$ cat config.mk
export PLATFORM = sky130hd
export DESIGN_NAME = scan_rx_tag_emul
export DESIGN_NICKNAME = d
export VERILOG_FILES = /design/src/rtl/scan_rx_tag_emul.sv
export SDC_FILE = /design/constraint.sdc
export NUM_CORES = 1
export LEC_CHECK = 0
export ABC_CLOCK_PERIOD_IN_PS = 4700
export BUFFER_PORTS_ARGS = -buffer_cell sky130_fd_sc_hd__buf_2
export CAP_MARGIN = 30
export CORE_ASPECT_RATIO = 1.2
export CORE_UTILIZATION = 58
export CTS_CLUSTER_DIAMETER = 40
export CTS_CLUSTER_SIZE = 10
export DETAILED_ROUTE_END_ITERATION = 8
export PLACE_DENSITY = 0.84
export SETUP_SLACK_MARGIN = 0.4
export SLEW_MARGIN = 20
export SYNTH_ARGS = -nofsm -noshare
export SYNTH_HDL_FRONTEND = slang
export SYNTH_SLANG_ARGS = --single-unit
$ cat constraint.sdc
create_clock -name clk -period 4.7 [get_ports clk]
set_clock_uncertainty 0.2 [all_clocks]
set_input_delay 1.41 -clock clk [delete_from_list [all_inputs] [get_ports clk]]
set_output_delay 1.41 -clock clk [all_outputs]
set_load 0.02 [all_outputs]
$ cat src/rtl/scan_rx_tag_emul.sv
// Receive-side emulator of the tag-chip scan port: deserializes the two-phase scan stream
// and recovers loaded hop words. Optional watchdog enabled by macro SCAN_RX_TIMEOUT_EN.
module scan_rx_tag_emul #(
    parameter int TX_BITS_WIDTH  = 128,
    parameter int BIT_CNT_WIDTH  = 7,
    parameter int NTX_BITS       = 78,
    parameter int SYNC_STAGES    = 2,
    parameter int TIMEOUT_CYCLES = 4096
) (
    input  logic                     clk,
    input  logic                     reset,
    input  logic                     scan_id,
    input  logic                     scan_phi,
    input  logic                     scan_phi_bar,
    input  logic                     scan_data_in,
    input  logic                     scan_load_chip,
    output logic [TX_BITS_WIDTH-1:0] data_out,
    output logic                     data_valid,
    output logic [BIT_CNT_WIDTH-1:0] nbits_cnt,
    output logic [15:0]              frame_cnt,
    output logic                     len_err,
    output logic                     phase_err,
    output logic                     timeout_err,
    output logic                     busy
);

    if (SYNC_STAGES < 2) begin : g_bad_sync
        $error("SYNC_STAGES must be at least 2");
    end
    if (TIMEOUT_CYCLES < 2) begin : g_bad_tmo
        $error("TIMEOUT_CYCLES must be at least 2");
    end

    localparam int I_ID = 0, I_PHI = 1, I_PHIB = 2, I_DATA = 3, I_LOAD = 4;
    localparam logic [TX_BITS_WIDTH-1:0] NTX_MASK =
        {TX_BITS_WIDTH{1'b1}} >> (TX_BITS_WIDTH - NTX_BITS);

    typedef enum logic [1:0] {IDLE, WAIT_PHI, WAIT_PHIB} state_t;

    logic [SYNC_STAGES-1:0][4:0] sync_r;
    logic [4:0]                  lvl_q, rise_q, fall_q, stage;

    state_t                   state, state_n;
    logic [TX_BITS_WIDTH-1:0] shift_reg, shift_n, data_out_n;
    logic                     master, master_n;
    logic [BIT_CNT_WIDTH-1:0] nbits_n;
    logic [15:0]              frame_n;
    logic                     dv_n, len_n, phase_n, tmo_err_n;
    logic                     phi_ev, phib_ev;

    assign stage   = sync_r[SYNC_STAGES-1];
    // Coincident phase strobes cancel each other; the overlap check flags them.
    assign phi_ev  = rise_q[I_PHI] & ~rise_q[I_PHIB];
    assign phib_ev = rise_q[I_PHIB] & ~rise_q[I_PHI];
    assign busy    = (state != IDLE);

    always_ff @(posedge clk) begin
        if (reset) begin
            sync_r <= '0;
            lvl_q  <= '0;
            rise_q <= '0;
            fall_q <= '0;
        end else begin
            sync_r <= {sync_r[SYNC_STAGES-2:0],
                       {scan_load_chip, scan_data_in, scan_phi_bar, scan_phi, scan_id}};
            lvl_q  <= stage;
            rise_q <= stage & ~lvl_q;
            fall_q <= ~stage & lvl_q;
        end
    end

`ifdef SCAN_RX_TIMEOUT_EN
    localparam int TW = $clog2(TIMEOUT_CYCLES) + 1;
    logic [TW-1:0] tmo_cnt, tmo_n;
    logic          tmo_fire;

    always_comb begin
        tmo_n    = TW'(TIMEOUT_CYCLES - 1);
        tmo_fire = 1'b0;
        if (state != IDLE && !(rise_q[I_PHI] | rise_q[I_PHIB] | rise_q[I_LOAD])) begin
            if (tmo_cnt == '0) tmo_fire = 1'b1;
            else               tmo_n    = tmo_cnt - 1'b1;
        end
    end

    always_ff @(posedge clk) begin
        if (reset) tmo_cnt <= TW'(TIMEOUT_CYCLES - 1);
        else       tmo_cnt <= tmo_n;
    end
`endif

    always_comb begin
        state_n    = state;
        shift_n    = shift_reg;
        master_n   = master;
        nbits_n    = nbits_cnt;
        data_out_n = data_out;
        frame_n    = frame_cnt;
        dv_n       = 1'b0;
        len_n      = len_err;
        tmo_err_n  = timeout_err;
        phase_n    = phase_err | (lvl_q[I_PHI] & lvl_q[I_PHIB]);

        case (state)
            IDLE: begin
                if (rise_q[I_ID]) begin
                    shift_n = '0;
                    nbits_n = '0;
                    state_n = WAIT_PHI;
                end
            end
            WAIT_PHI: begin
                if (rise_q[I_LOAD]) begin
                    if (nbits_cnt == BIT_CNT_WIDTH'(NTX_BITS)) begin
                        data_out_n = shift_reg & NTX_MASK;
                        dv_n       = 1'b1;
                        frame_n    = frame_cnt + 16'd1;
                    end else begin
                        len_n = 1'b1;
                    end
                    state_n = IDLE;
                end else if (fall_q[I_ID]) begin
                    state_n = IDLE;
                end else if (phi_ev) begin
                    master_n = lvl_q[I_DATA];
                    state_n  = WAIT_PHIB;
                end else if (phib_ev) begin
                    phase_n = 1'b1;
                end
            end
            WAIT_PHIB: begin
                if (rise_q[I_LOAD]) begin
                    phase_n = 1'b1;
                    state_n = IDLE;
                end else if (fall_q[I_ID]) begin
                    state_n = IDLE;
                end else if (phib_ev) begin
                    shift_n = {shift_reg[TX_BITS_WIDTH-2:0], master};
                    if (nbits_cnt != '1) nbits_n = nbits_cnt + 1'b1;
                    state_n = WAIT_PHI;
                end else if (phi_ev) begin
                    phase_n  = 1'b1;
                    master_n = lvl_q[I_DATA];
                end
            end
            default: state_n = IDLE;
        endcase

`ifdef SCAN_RX_TIMEOUT_EN
        if (tmo_fire) begin
            state_n   = IDLE;
            tmo_err_n = 1'b1;
        end
`endif
    end

    always_ff @(posedge clk) begin
        if (reset) begin
            state       <= IDLE;
            shift_reg   <= '0;
            master      <= 1'b0;
            nbits_cnt   <= '0;
            data_out    <= '0;
            data_valid  <= 1'b0;
            frame_cnt   <= '0;
            len_err     <= 1'b0;
            phase_err   <= 1'b0;
            timeout_err <= 1'b0;
        end else begin
            state       <= state_n;
            shift_reg   <= shift_n;
            master      <= master_n;
            nbits_cnt   <= nbits_n;
            data_out    <= data_out_n;
            data_valid  <= dv_n;
            frame_cnt   <= frame_n;
            len_err     <= len_n;
            phase_err   <= phase_n;
            timeout_err <= tmo_err_n;
        end
    end

endmodule

==> flow_summary.json <==
{
  "cp_common_cell": "inv_1",
  "synth.area.top_cells": "dfxtp_1 53%, nand2_1 13%, a21oi_1 11%",
  "grt_overflow_total": 0,
  "max_freq_mhz": 325,
  "placed_cells": 1180,
  "startpoint": "state[0]",
  "dieArea_mm2": 0.0139,
  "crit_end": "busy",
  "cellLeakagePower_uw": 0.00338,
  "r2r_end": "data_out[39]",
  "hold_path_depth": 1,
  "synth_top_cell_area_share_pct": 52.7,
  "critPathArrivalTime_ns": 1.47,
  "first_global_vias": 5729,
  "die_height_um": 129,
  "max_slew_margin_pct": 37.7,
  "die_w_um": 108,
  "drt_iter0_drc": 545,
  "place_hpwl_um": 10000,
  "synthArstFlopShare_pct": 0,
  "netlist_instances": 958,
  "avgSynthCellArea_um2": 8.13,
  "drt.antenna.violating_nets": 0,
  "path_depth": 4,
  "fin_area_mm2": 0.00889,
  "tritoncts": "built",
  "max_slew.worst_pin.slew_ns": 0.910,
  "status": "finished, violations left",
  "yosys.cell_count.top_type": "nand2_1",
  "rows": 46,
  "synth_cell_types": 44,
  "synth_ff_type": "dfxtp_1",
  "violations": "design-rule violations",
  "drc": 1,
  "globalplace.congestion": 0.776,
  "finalMaxSlewViolations": 0,
  "synth-edff-count": 0,
  "pre_cts_ws_ns": 1.60,
  "fin_ws_ns": 1.62,
  "cts_setup_buffers": 0,
  "vias_per_cell": 5.34,
  "fill_cells": 1124,
  "synth_common_cells": "278 x nand2_1, 205 x dfxtp_1, 173 x a21oi_1, 57 x clkbuf_1, 53 x nand3_1",
  "powerDensity_mw_per_mm2": 434,
  "ctsResizeCount": 0,
  "pin_count": 163,
  "cts_buffer_depth": 3,
  "drive_gt1_share_pct": 15.0,
  "path_buf_inv": 3,
  "grt_pass1_wl_um": 26500,
  "track_usage_pct": 23.0,
  "diodes": 0,
  "yosysTopAreaCell": "dfxtp_1",
  "hold_buffers": 0,
  "drt_first_pass_iters": 7,
  "regToRegSetupSlack_ns": 1.78,
  "r2r.worst_path.cells": 6,
  "max_cap_viol_count": 0,
  "worstSetupStartpointType": "flip-flop",
  "start_util_pct": 59.1,
  "critPathSlowestCell": "dfxtp_1",
  "rsz0062_at_grt": "no",
  "syn-cell-area_mm2": 0.00779,
  "ys_ff_latch": 205,
  "critical_path.max_stage_delay_ns": 0.35,
  "numPortBuffers": 111,
  "cts_sinks": 205,
  "crit_path_end_kind": "primary output",
  "grt_max_degree": 106,
  "wirelength_um": 16200,
  "cp_top_family": "flip-flops",
  "drt-wirelength-per-cell_um": 13.4,
  "fin_util_pct": 67.5,
  "root_buffer": "clkbuf_16",
  "min_path_type": "reg2reg",
  "synthToLayoutAreaGrowth_pct": 14.1,
  "instances_no_fill": 1211,
  "yosys_warnings": 0,
  "clock_latency_ns": 0.49,
  "r2r-start": "nbits_cnt[1]",
  "seq_area_frac_synth_pct": 52.7,
  "htreeDepth": 1,
  "hold_viol": 0,
  "final.min_clock_period_ns": 3.08,
  "setup_viol": 0,
  "clk_pin_slew_ns": 0.05,
  "postPlaceCellArea_mm2": 0.00822,
  "cp_cell_sequence": "inv_1 > ha_1 > inv_1 > buf_2",
  "nNetsFinal": 1053,
  "antenna_found_initial": 0,
  "tns_ns": 0,
  "numCtsBuffers": 25,
  "core_mm2": 0.0132,
  "num_vias": 6472,
  "critical_path_class": "reg2out",
  "cp_max_fo": 5,
  "irDropWorstVdd_mv": 0.249,
  "critical_path_required_ns": 3.09,
  "post-route-period-util_pct": 65.4
}
-- area by class of cell --
class	instances	area, um^2	share of cell area [%]
Tap cell	168	210	2.36
Multi-Input combinational cell	678	3230	36.3
Clock buffer	30	664	7.47
Timing Repair Buffer	118	636	7.15
Inverter	11	41.3	0.464
Clock inverter	1	8.76	0.0985
Sequential cell	205	4100	46.1
-- worst min-delay path by stage --
stage	start	to	slack, ns
2_1_floorplan	lvl_q[4]	rise_q[4]	0.17
6_report	lvl_q[4]	rise_q[4]	0.18
3_5_place_dp	lvl_q[4]	rise_q[4]	0.18
5_1_grt	lvl_q[4]	rise_q[4]	0.19
4_1_cts	lvl_q[4]	rise_q[4]	0.19
3_3_place_gp	lvl_q[4]	rise_q[4]	0.18
-- cells by family after synthesis --
family | Yosys count | synth area share [%]
simple gates | 414 | 23.2
flops | 205 | 52.7
compound gates | 193 | 12.8
buf+inv | 125 | 8.56
xor+xnor | 8 | 0.899
fa+ha+maj | 7 | 1.12
mux | 5 | 0.674
other cells | 1 | 0.0481
-- per-layer routing --
layer  GRT usage, %  wire, um  vias up
met5              0         0        -
met4           7.01       293        0
met3           3.60       796       21
met2           40.5      8180      172
met1           28.9      6950     3060
li1               -         -     3219
-- stage by stage --
step | hold WS (ns) | power [uW]
4_1_cts | 0.189 | 3880
6_report | 0.183 | 3860
2_1_floorplan | 0.167 | 2210
3_5_place_dp | 0.185 | 2270
3_3_place_gp | 0.178 | 2260
5_1_grt | 0.190 | 3990
-- cell usage in the layout (no fill, tap or decap), drive strengths merged, types with 2 or more instances in the layout --
master | synthesis | final
xnor2 | 6 | 6
buf | 57 | 118
or2 | 2 | 2
nand2b | 2 | 2
a21oi | 173 | 173
o31ai | 2 | 2
o21ai | 10 | 10
or3 | 7 | 7
nor2b | 21 | 21
nor3 | 3 | 3
nand4 | 8 | 8
and2 | 2 | 2
mux2 | 2 | 2
clkbuf | 57 | 30
xor2 | 2 | 2
and4 | 2 | 2
inv | 11 | 12
nor4 | 2 | 2
conb | 1 | 51
dfxtp | 205 | 205
a31oi | 2 | 2
or4 | 5 | 5
mux2i | 3 | 3
nand3 | 53 | 53
ha | 7 | 7
nor2 | 21 | 21
nand2 | 278 | 278
-- power breakdown --
part           internal (uW)  switching, uW  total (uW)  leakage, uW
Sequential              1750           7.61        1760      0.00165
Clock                    977            644        1620     0.000331
Combinational           75.3            407         482      0.00140
No activity file was read; power rests on OpenSTA's default activity.
